--- config.mk ---
export PLATFORM = sky130hd
export DESIGN_NAME = gowin_rx_skid
export DESIGN_NICKNAME = d
export VERILOG_FILES = /design/src/rtl/gowin_rx_skid.sv
export SDC_FILE = /design/constraint.sdc
export NUM_CORES = 2
export LEC_CHECK = 0
export BUFFER_PORTS_ARGS = -buffer_cell sky130_fd_sc_hd__clkbuf_2
export CORE_AREA = 5 5 417 583
export CTS_BUF_LIST = sky130_fd_sc_hd__clkbuf_16
export CTS_CLUSTER_SIZE = 28
export DETAILED_ROUTE_END_ITERATION = 7
export DIE_AREA = 0 0 422 588
export GPL_TIMING_DRIVEN = 0
export PLACE_DENSITY = 0.53
export SLEW_MARGIN = 20
export SYNTH_ARGS = -nofsm -noshare
export SYNTH_HDL_FRONTEND = slang
export SYNTH_SLANG_ARGS = --single-unit
export TNS_END_PERCENT = 100
--- constraint.sdc ---
create_clock -name clk -period 43.4 [get_ports clk]
set_clock_uncertainty 0.1 [all_clocks]
set_input_delay 2.17 -clock clk [delete_from_list [all_inputs] [get_ports clk]]
set_output_delay 2.17 -clock clk [all_outputs]
set_load 0.02 [all_outputs]
--- src/rtl/gowin_rx_skid.sv ---
// Receive skid FIFO between the Gowin PCIe core TL RX port and the consumer.
// Ports: tl_rx_* from core, tl_rx_wait back to core, rx_* head out, rx_ready in,
// rx_ovf sticky drop flag, stat_* counters (GOWIN_RX_SKID_STATS_EN, else 0).
module gowin_rx_skid #(
  parameter int C_PCI_DATA_WIDTH = 256,
  parameter int C_DEPTH          = 8,
  parameter int C_WAIT_LATENCY   = 2
) (
  input  logic                        clk,
  input  logic                        rst_n,
  input  logic                        tl_rx_sop,
  input  logic                        tl_rx_eop,
  input  logic [C_PCI_DATA_WIDTH-1:0] tl_rx_data,
  input  logic [7:0]                  tl_rx_valid,
  input  logic [5:0]                  tl_rx_bardec,
  output logic                        tl_rx_wait,
  output logic                        rx_sop,
  output logic                        rx_eop,
  output logic [C_PCI_DATA_WIDTH-1:0] rx_data,
  output logic [7:0]                  rx_valid,
  output logic [5:0]                  rx_bardec,
  output logic                        rx_out_valid,
  input  logic                        rx_ready,
  output logic                        rx_ovf,
  output logic [15:0]                 stat_tlp_cnt,
  output logic [15:0]                 stat_wait_cnt
);

  localparam int AW = $clog2(C_DEPTH);
  localparam logic [AW:0] FULL = (AW+1)'(C_DEPTH);
  localparam logic [AW:0] THR =
    (AW+1)'(C_DEPTH - C_WAIT_LATENCY - 1);

  typedef struct packed {
    logic                        sop;
    logic                        eop;
    logic [7:0]                  valid;
    logic [5:0]                  bardec;
    logic [C_PCI_DATA_WIDTH-1:0] data;
  } ent_t;

  ent_t mem [C_DEPTH];
  ent_t head;
  ent_t wr_ent;

  logic [AW-1:0] wr_ptr;
  logic [AW-1:0] rd_ptr;
  logic [AW:0]   count;
  logic [AW:0]   count_next;
  logic          beat_in;
  logic          full;
  logic          push;
  logic          pop;
  logic          drop;

  assign beat_in = |tl_rx_valid;
  assign full    = (count == FULL);
  assign pop     = rx_out_valid & rx_ready;
  // A pop frees the slot the incoming beat needs, even when full.
  assign push    = beat_in & (~full | pop);
  assign drop    = beat_in & full & ~pop;

  assign wr_ent.sop    = tl_rx_sop;
  assign wr_ent.eop    = tl_rx_eop;
  assign wr_ent.valid  = tl_rx_valid;
  assign wr_ent.bardec = tl_rx_bardec;
  assign wr_ent.data   = tl_rx_data;

  assign head         = mem[rd_ptr];
  assign rx_out_valid = (count != '0);
  assign rx_sop       = rx_out_valid & head.sop;
  assign rx_eop       = rx_out_valid & head.eop;
  assign rx_valid     = rx_out_valid ? head.valid : 8'h00;
  assign rx_bardec    = head.bardec;
  assign rx_data      = head.data;

  always_comb begin
    count_next = count;
    unique case (1'b1)
      push & ~pop: count_next = count + 1'b1;
      pop & ~push: count_next = count - 1'b1;
      default:     count_next = count;
    endcase
  end

  // Storage is intentionally not reset.
  always_ff @(posedge clk) begin
    if (push) mem[wr_ptr] <= wr_ent;
  end

  always_ff @(posedge clk or negedge rst_n) begin
    if (!rst_n) begin
      wr_ptr     <= '0;
      rd_ptr     <= '0;
      count      <= '0;
      tl_rx_wait <= 1'b0;
      rx_ovf     <= 1'b0;
    end else begin
      if (push) wr_ptr <= wr_ptr + 1'b1;
      if (pop)  rd_ptr <= rd_ptr + 1'b1;
      count      <= count_next;
      // Leaves room for the beats the core may still send.
      tl_rx_wait <= (count_next >= THR);
      if (drop) rx_ovf <= 1'b1;
    end
  end

`ifdef GOWIN_RX_SKID_STATS_EN
  logic [15:0] tlp_q;
  logic [15:0] wait_q;

  always_ff @(posedge clk or negedge rst_n) begin
    if (!rst_n) begin
      tlp_q  <= '0;
      wait_q <= '0;
    end else begin
      if (push && tl_rx_sop && tlp_q != 16'hFFFF)
        tlp_q <= tlp_q + 16'd1;
      if (tl_rx_wait && wait_q != 16'hFFFF)
        wait_q <= wait_q + 16'd1;
    end
  end

  assign stat_tlp_cnt  = tlp_q;
  assign stat_wait_cnt = wait_q;
`else
  assign stat_tlp_cnt  = 16'h0000;
  assign stat_wait_cnt = 16'h0000;
`endif

endmodule

# Word-level counts from Yosys, hierarchy flattened
# Memories as Yosys holds them, arrays and structs flattened.
# Cells that the tools add are included.
# word_totals
elab_cells,30
inputBits,275
output_inout_bits,307
n_memories,1
ramBits,2176
register_bits,12
# op_classes
n_addsub,4
n_reduce_logical,2
order_cmp,1
n_eq_ne,1
bitwise,12
muxes,4
# mem_list
name,depth,word_bits,rd,rd_ports_with_merged_regs,write_ports,line,text
mem,8,272,1,0,1,42,ent_t mem [C_DEPTH];
# op_table
cell,count
1-bit bitwise AND,8
8-bit two-way mux,1
4-bit one-hot mux with 2 select lines,1
8-bit OR reduction,1
"3-bit by 1-bit adder with 3-bit output, second input constant",2
"4-bit by 1-bit adder with 4-bit output, second input constant",1
"4-bit == test, second input constant",1
"4-bit by 3-bit greater-or-equal comparator with 1-bit output, second input constant",1
4-bit nonzero test,1
"4-bit by 1-bit subtractor with 4-bit output, second input constant",1
1-bit NOT,3
1-bit two-way mux,2
1-bit OR,1

# Longest topological paths before layout
# logic_depth
ltp_word,8
ltp_mapped,11
mapped_depth_nobuf,10

# Worst setup path after synthesis
# OpenSTA, ideal clock, no wires.
# synth_path
kind,input port to flip-flop
from,in tl_rx_valid[0]
to,"mem mem[1][0] (netlist name), enable pin"
arrival_ns,30.120
slack_ns,11.514
stages,4
path_buffers,0
required_time_ns,41.634
path_cell_list,nor4_1 nand2_1 nand2_1 nor4b_1
# synth_between
elab_chain_len,4
# synth_rtl
element,line,text
from (decl),14,"input logic [7:0] tl_rx_valid,"
8-bit OR reduction,56,assign beat_in = |tl_rx_valid;
1-bit bitwise AND,60,assign push = beat_in & (~full | pop);
1-bit two-way mux,88,if (push) mem[wr_ptr] <= wr_ent;
1-bit two-way mux (implied by the code),88,
to (decl),42,
# Every way passes these cells.

# Final worst setup path
# layout_path
from,reg rd_ptr[1]
to,out rx_data[163]
# layout_between
elab_chain_len,1
# layout_rtl
element,line,text
from (decl),47,logic [AW-1:0] rd_ptr;
from (signal assigned),100,if (pop) rd_ptr <= rd_ptr + 1'b1;
memory 8 x 272 bit,--,
to (decl),19,"output logic [C_PCI_DATA_WIDTH-1:0] rx_data,"
# Every way passes these cells.

==> summary.txt <==
Power and ir drop
  – Total power: 0.007798 W
  – Maximum vdd drop: roughly 0.054 mV
  – Power Density: roughly 78 mW/mm^2
  – P_leak: around 34 nW

Detailed routing
  – DR DRC count: 0
  – Total iterations of the first detailed-routing run: 5
  – Final ANT Viol Nets: 0
  – 1st-iter DRT viols: roughly 2,700
  – Via/cell ratio: between 4 and 5
  – Average wire per standard cell: 26.92 um
  – Drt total wl: approximately 210 mm
  – Via count: around 38,000

Worst setup path
  – RR Endpoint: mem[2][133]
  – Reg2reg setup slack: 38.18 ns
  – Buf/Inv on CP: 5
  – Worst setup EP type: primary output
  – Largest stage delay, worst path: ~0.70 ns
  – Top delay family on crit path: buffers and inverters
  – CP Launch Point: rd_ptr[1]
  – Worst Path Arrival: about 4.2 ns
  – R2r worst-path depth: 17
  – Worst-path cell chain: buf_2 -> buf_2 -> buf_2 -> buf_1 -> mux4_2 -> mux2_2 -> clkbuf_2
  – Crit-path max FO: 10
  – Setup crit end: rx_data[163]
  – Critical Path RT: slightly above 40 ns
  – CP max-delay cell: buf_1
  – FF-to-FF Start: count[0]
  – Crit path top cell by count: buf_2
  – Critical path class: flop to primary output
  – CP startpoint kind: flop
  – Crit. path cell count: 7

Synth
  – Most area-consuming cells after synthesis: edfxtp_1 (79%), mux4_2 (15%), mux2_2 (3.6%)
  – Post-synthesis cell count: roughly 3,300
  – Synthesis warning total: 0
  – Post-synthesis async set-or-reset flop share: 0.005484
  – Post-Synthesis Cell Area: between 0.08 and 0.09 sq mm
  – Top_reg_cell synth: edfxtp_1
  – Yosys top cell area share: 0.7929
  – EDFF count, synth: between 2,000 and 2,500
  – Post-synth cell types: 38
  – Yosys top cell by area: edfxtp_1
  – #FFs+latches synth: 2,188
  – Most common library cells after synthesis: edfxtp_1 (2,176), mux4_2 (544), mux2_2 (262)
  – Sequential area share after synthesis: 0.7966
  – Most frequent cell after synthesis: edfxtp_1
  – Synth Area per Inst: about 25 sq um

Finish
  – Multi-input gate area in the final layout: 0.01598 sq mm
  – Share of layout cells above drive strength 1: 0.4694
  – Fillers: 20,660
  – Cell area after layout: ~0.099 sq mm
  – Non-filler instance count after layout: 7,769
  – Area Overhead vs Synth: 20.66%
  – Utilization after layout: 0.4188
  – Area occupied by registers: 0.06564 sq mm
  – Total Nets Final: between 4,000 and 5,000

STA
  – Max-slew headroom: 0.2839
  – Final hold vios: 0
  – Max-slew violations: 0
  – Fin crit period: approximately 6.5 ns
  – Tightest Pin Transition: between 1 and 1.5 ns
  – Unrepaired setup endpoints after global routing: false
  – Setup TNS: 0 ns
  – Final period util: 0.1491
  – Setup violations, final: 0
  – Max Fclk: approximately 150 MHz

CTS
  – CTS Buf Count: 217
  – Clk sinks: 2,188
  – Post-CTS Setup Bufs: 0
  – # hold bufs at CTS: 0
  – Root Driver: clkbuf_16
  – H-tree levels: 4
  – Post_cts resized: 0
  – Clk_lat worst skew: 0.86 ns
  – Clock transition at path regs: approximately 0.060 ns
  – CTS max path bufs: 4
  – TritonCTS clock tree: yes

Floorplan
  – FP Rows: ~210
  – Io pins: approximately 580
  – Floorplan die height: around 600 um
  – Core area: 0.2374 sq mm
  – Chip width: about 420 um
  – Die area: between 0.2 and 0.25 sq mm
  – Starting Density: 0.3471

Place
  – I/O Buffers: between 500 and 600
  – GPL Wtd Cong: 0.7165
  – DP Cell Count: 7,372
  – Placed Area: about 0.093 sq mm
  – Dpl hpwl: roughly 150 mm

Global route
  – Tot GR Track Use: 0.1666
  – M1 GR Usage: 0.2139
  – First-pass GRT wire length: slightly above 300 mm
  – Antenna violations before repair: 44
  – Largest net degree at the start of global routing: 21
  – Grt ovf: 0
  – GR peak layer: met2
  – M2 GR Usage: 0.2880
  – Met3 usage: 0.04181
  – Vias in the first global route: 41,110

Outcome
  – Status: finished clean

Run
  – Max-cap violations: 0

Worst hold path
  – Worst Hold Class: flop to flop
power breakdown:
group,internal [W],switching (W)
logic,0.00119,0.00174
registers,0.00294,0.000101
clock network,0.00104,0.000791
cells in the final DEF, fill, tap and decap left out, types with 12 or more instances in the layout:
cell and instances:
edfxtp_1 2176, clkbuf_2 560, mux4_2 544, mux2_2 262
buf_4 248, clkbuf_16 219, buf_2 189, clkbuf_1 56
buf_6 47, clkinv_1 47, inv_1 41, clkinv_2 37
conb_1 32, buf_1 26, bufinv_16 21, diode_2 20
nand2_1 18, nor2_1 14, buf_16 13, dfrtp_1 12
buf_12 12
worst min-delay path by stage:
stage                   start         to  slack (ns)  cells after the start
finish                 rx_ovf     rx_ovf        0.36                      1
global placement       rx_ovf     rx_ovf        0.35                      1
detailed placement     rx_ovf     rx_ovf        0.35                      1
global route           rx_ovf     rx_ovf        0.40                      1
CTS                    rx_ovf     rx_ovf        0.37                      1
floorplan           wr_ptr[2]  wr_ptr[2]        0.42                      1
sequential cells by signal (all words and copies together), names as in the netlist:
register	flops
rx_ovf	1
mem	2176
tl_rx_wait	1
count	4
rd_ptr	3
wr_ptr	3
kinds of logic after synthesis:
| family | Yosys count | share of synthesized area |
|---|---|---|
| AND/OR/NAND/NOR | 53 | 0.003340 |
| adder cells (fa/ha/maj) | 5 | 0.0008503 |
| flip-flops | 2188 | 0.7966 |
| multiplexers | 817 | 0.1858 |
| AO/OA/AOI/OAI | 11 | 0.001154 |
| XOR/XNOR | 7 | 0.0007440 |
| buffers and inverters | 192 | 0.01148 |
| other | 1 | 0.00004551 |
per-stage QoR:
| stage | setup slack [ns] | hold slack [ns] |
|---|---|---|
| 2_1_floorplan | 11.51 | 0.4242 |
| 3_3_place_gp | -24.11 | 0.3463 |
| 3_5_place_dp | 36.35 | 0.3532 |
| 4_1_cts | 36.67 | 0.3689 |
| 5_1_grt | 36.68 | 0.3957 |
| 6_report | 36.93 | 0.3638 |
layer usage:
layer  wire length (um)  up-vias  part of all wire
met2             106500      926              0.51
met1              85450    20600              0.41
met3              12840      302             0.061
li1                   -    16500                 -
met4               4120       28             0.020
met5                184        -           0.00088
final cells by class:
type                       instances  share of cell area
inverter                           5           0.0001888
clock inverter                   158             0.01340
tap                             3103             0.03905
timing repair buffer             964             0.06137
antenna                           20           0.0005033
clock buffer                     219             0.05512
sequential                      2188              0.6602
multi-input combinational        925              0.1607
buffer                           187            0.009488
Power figures use the tool's default switching activity.
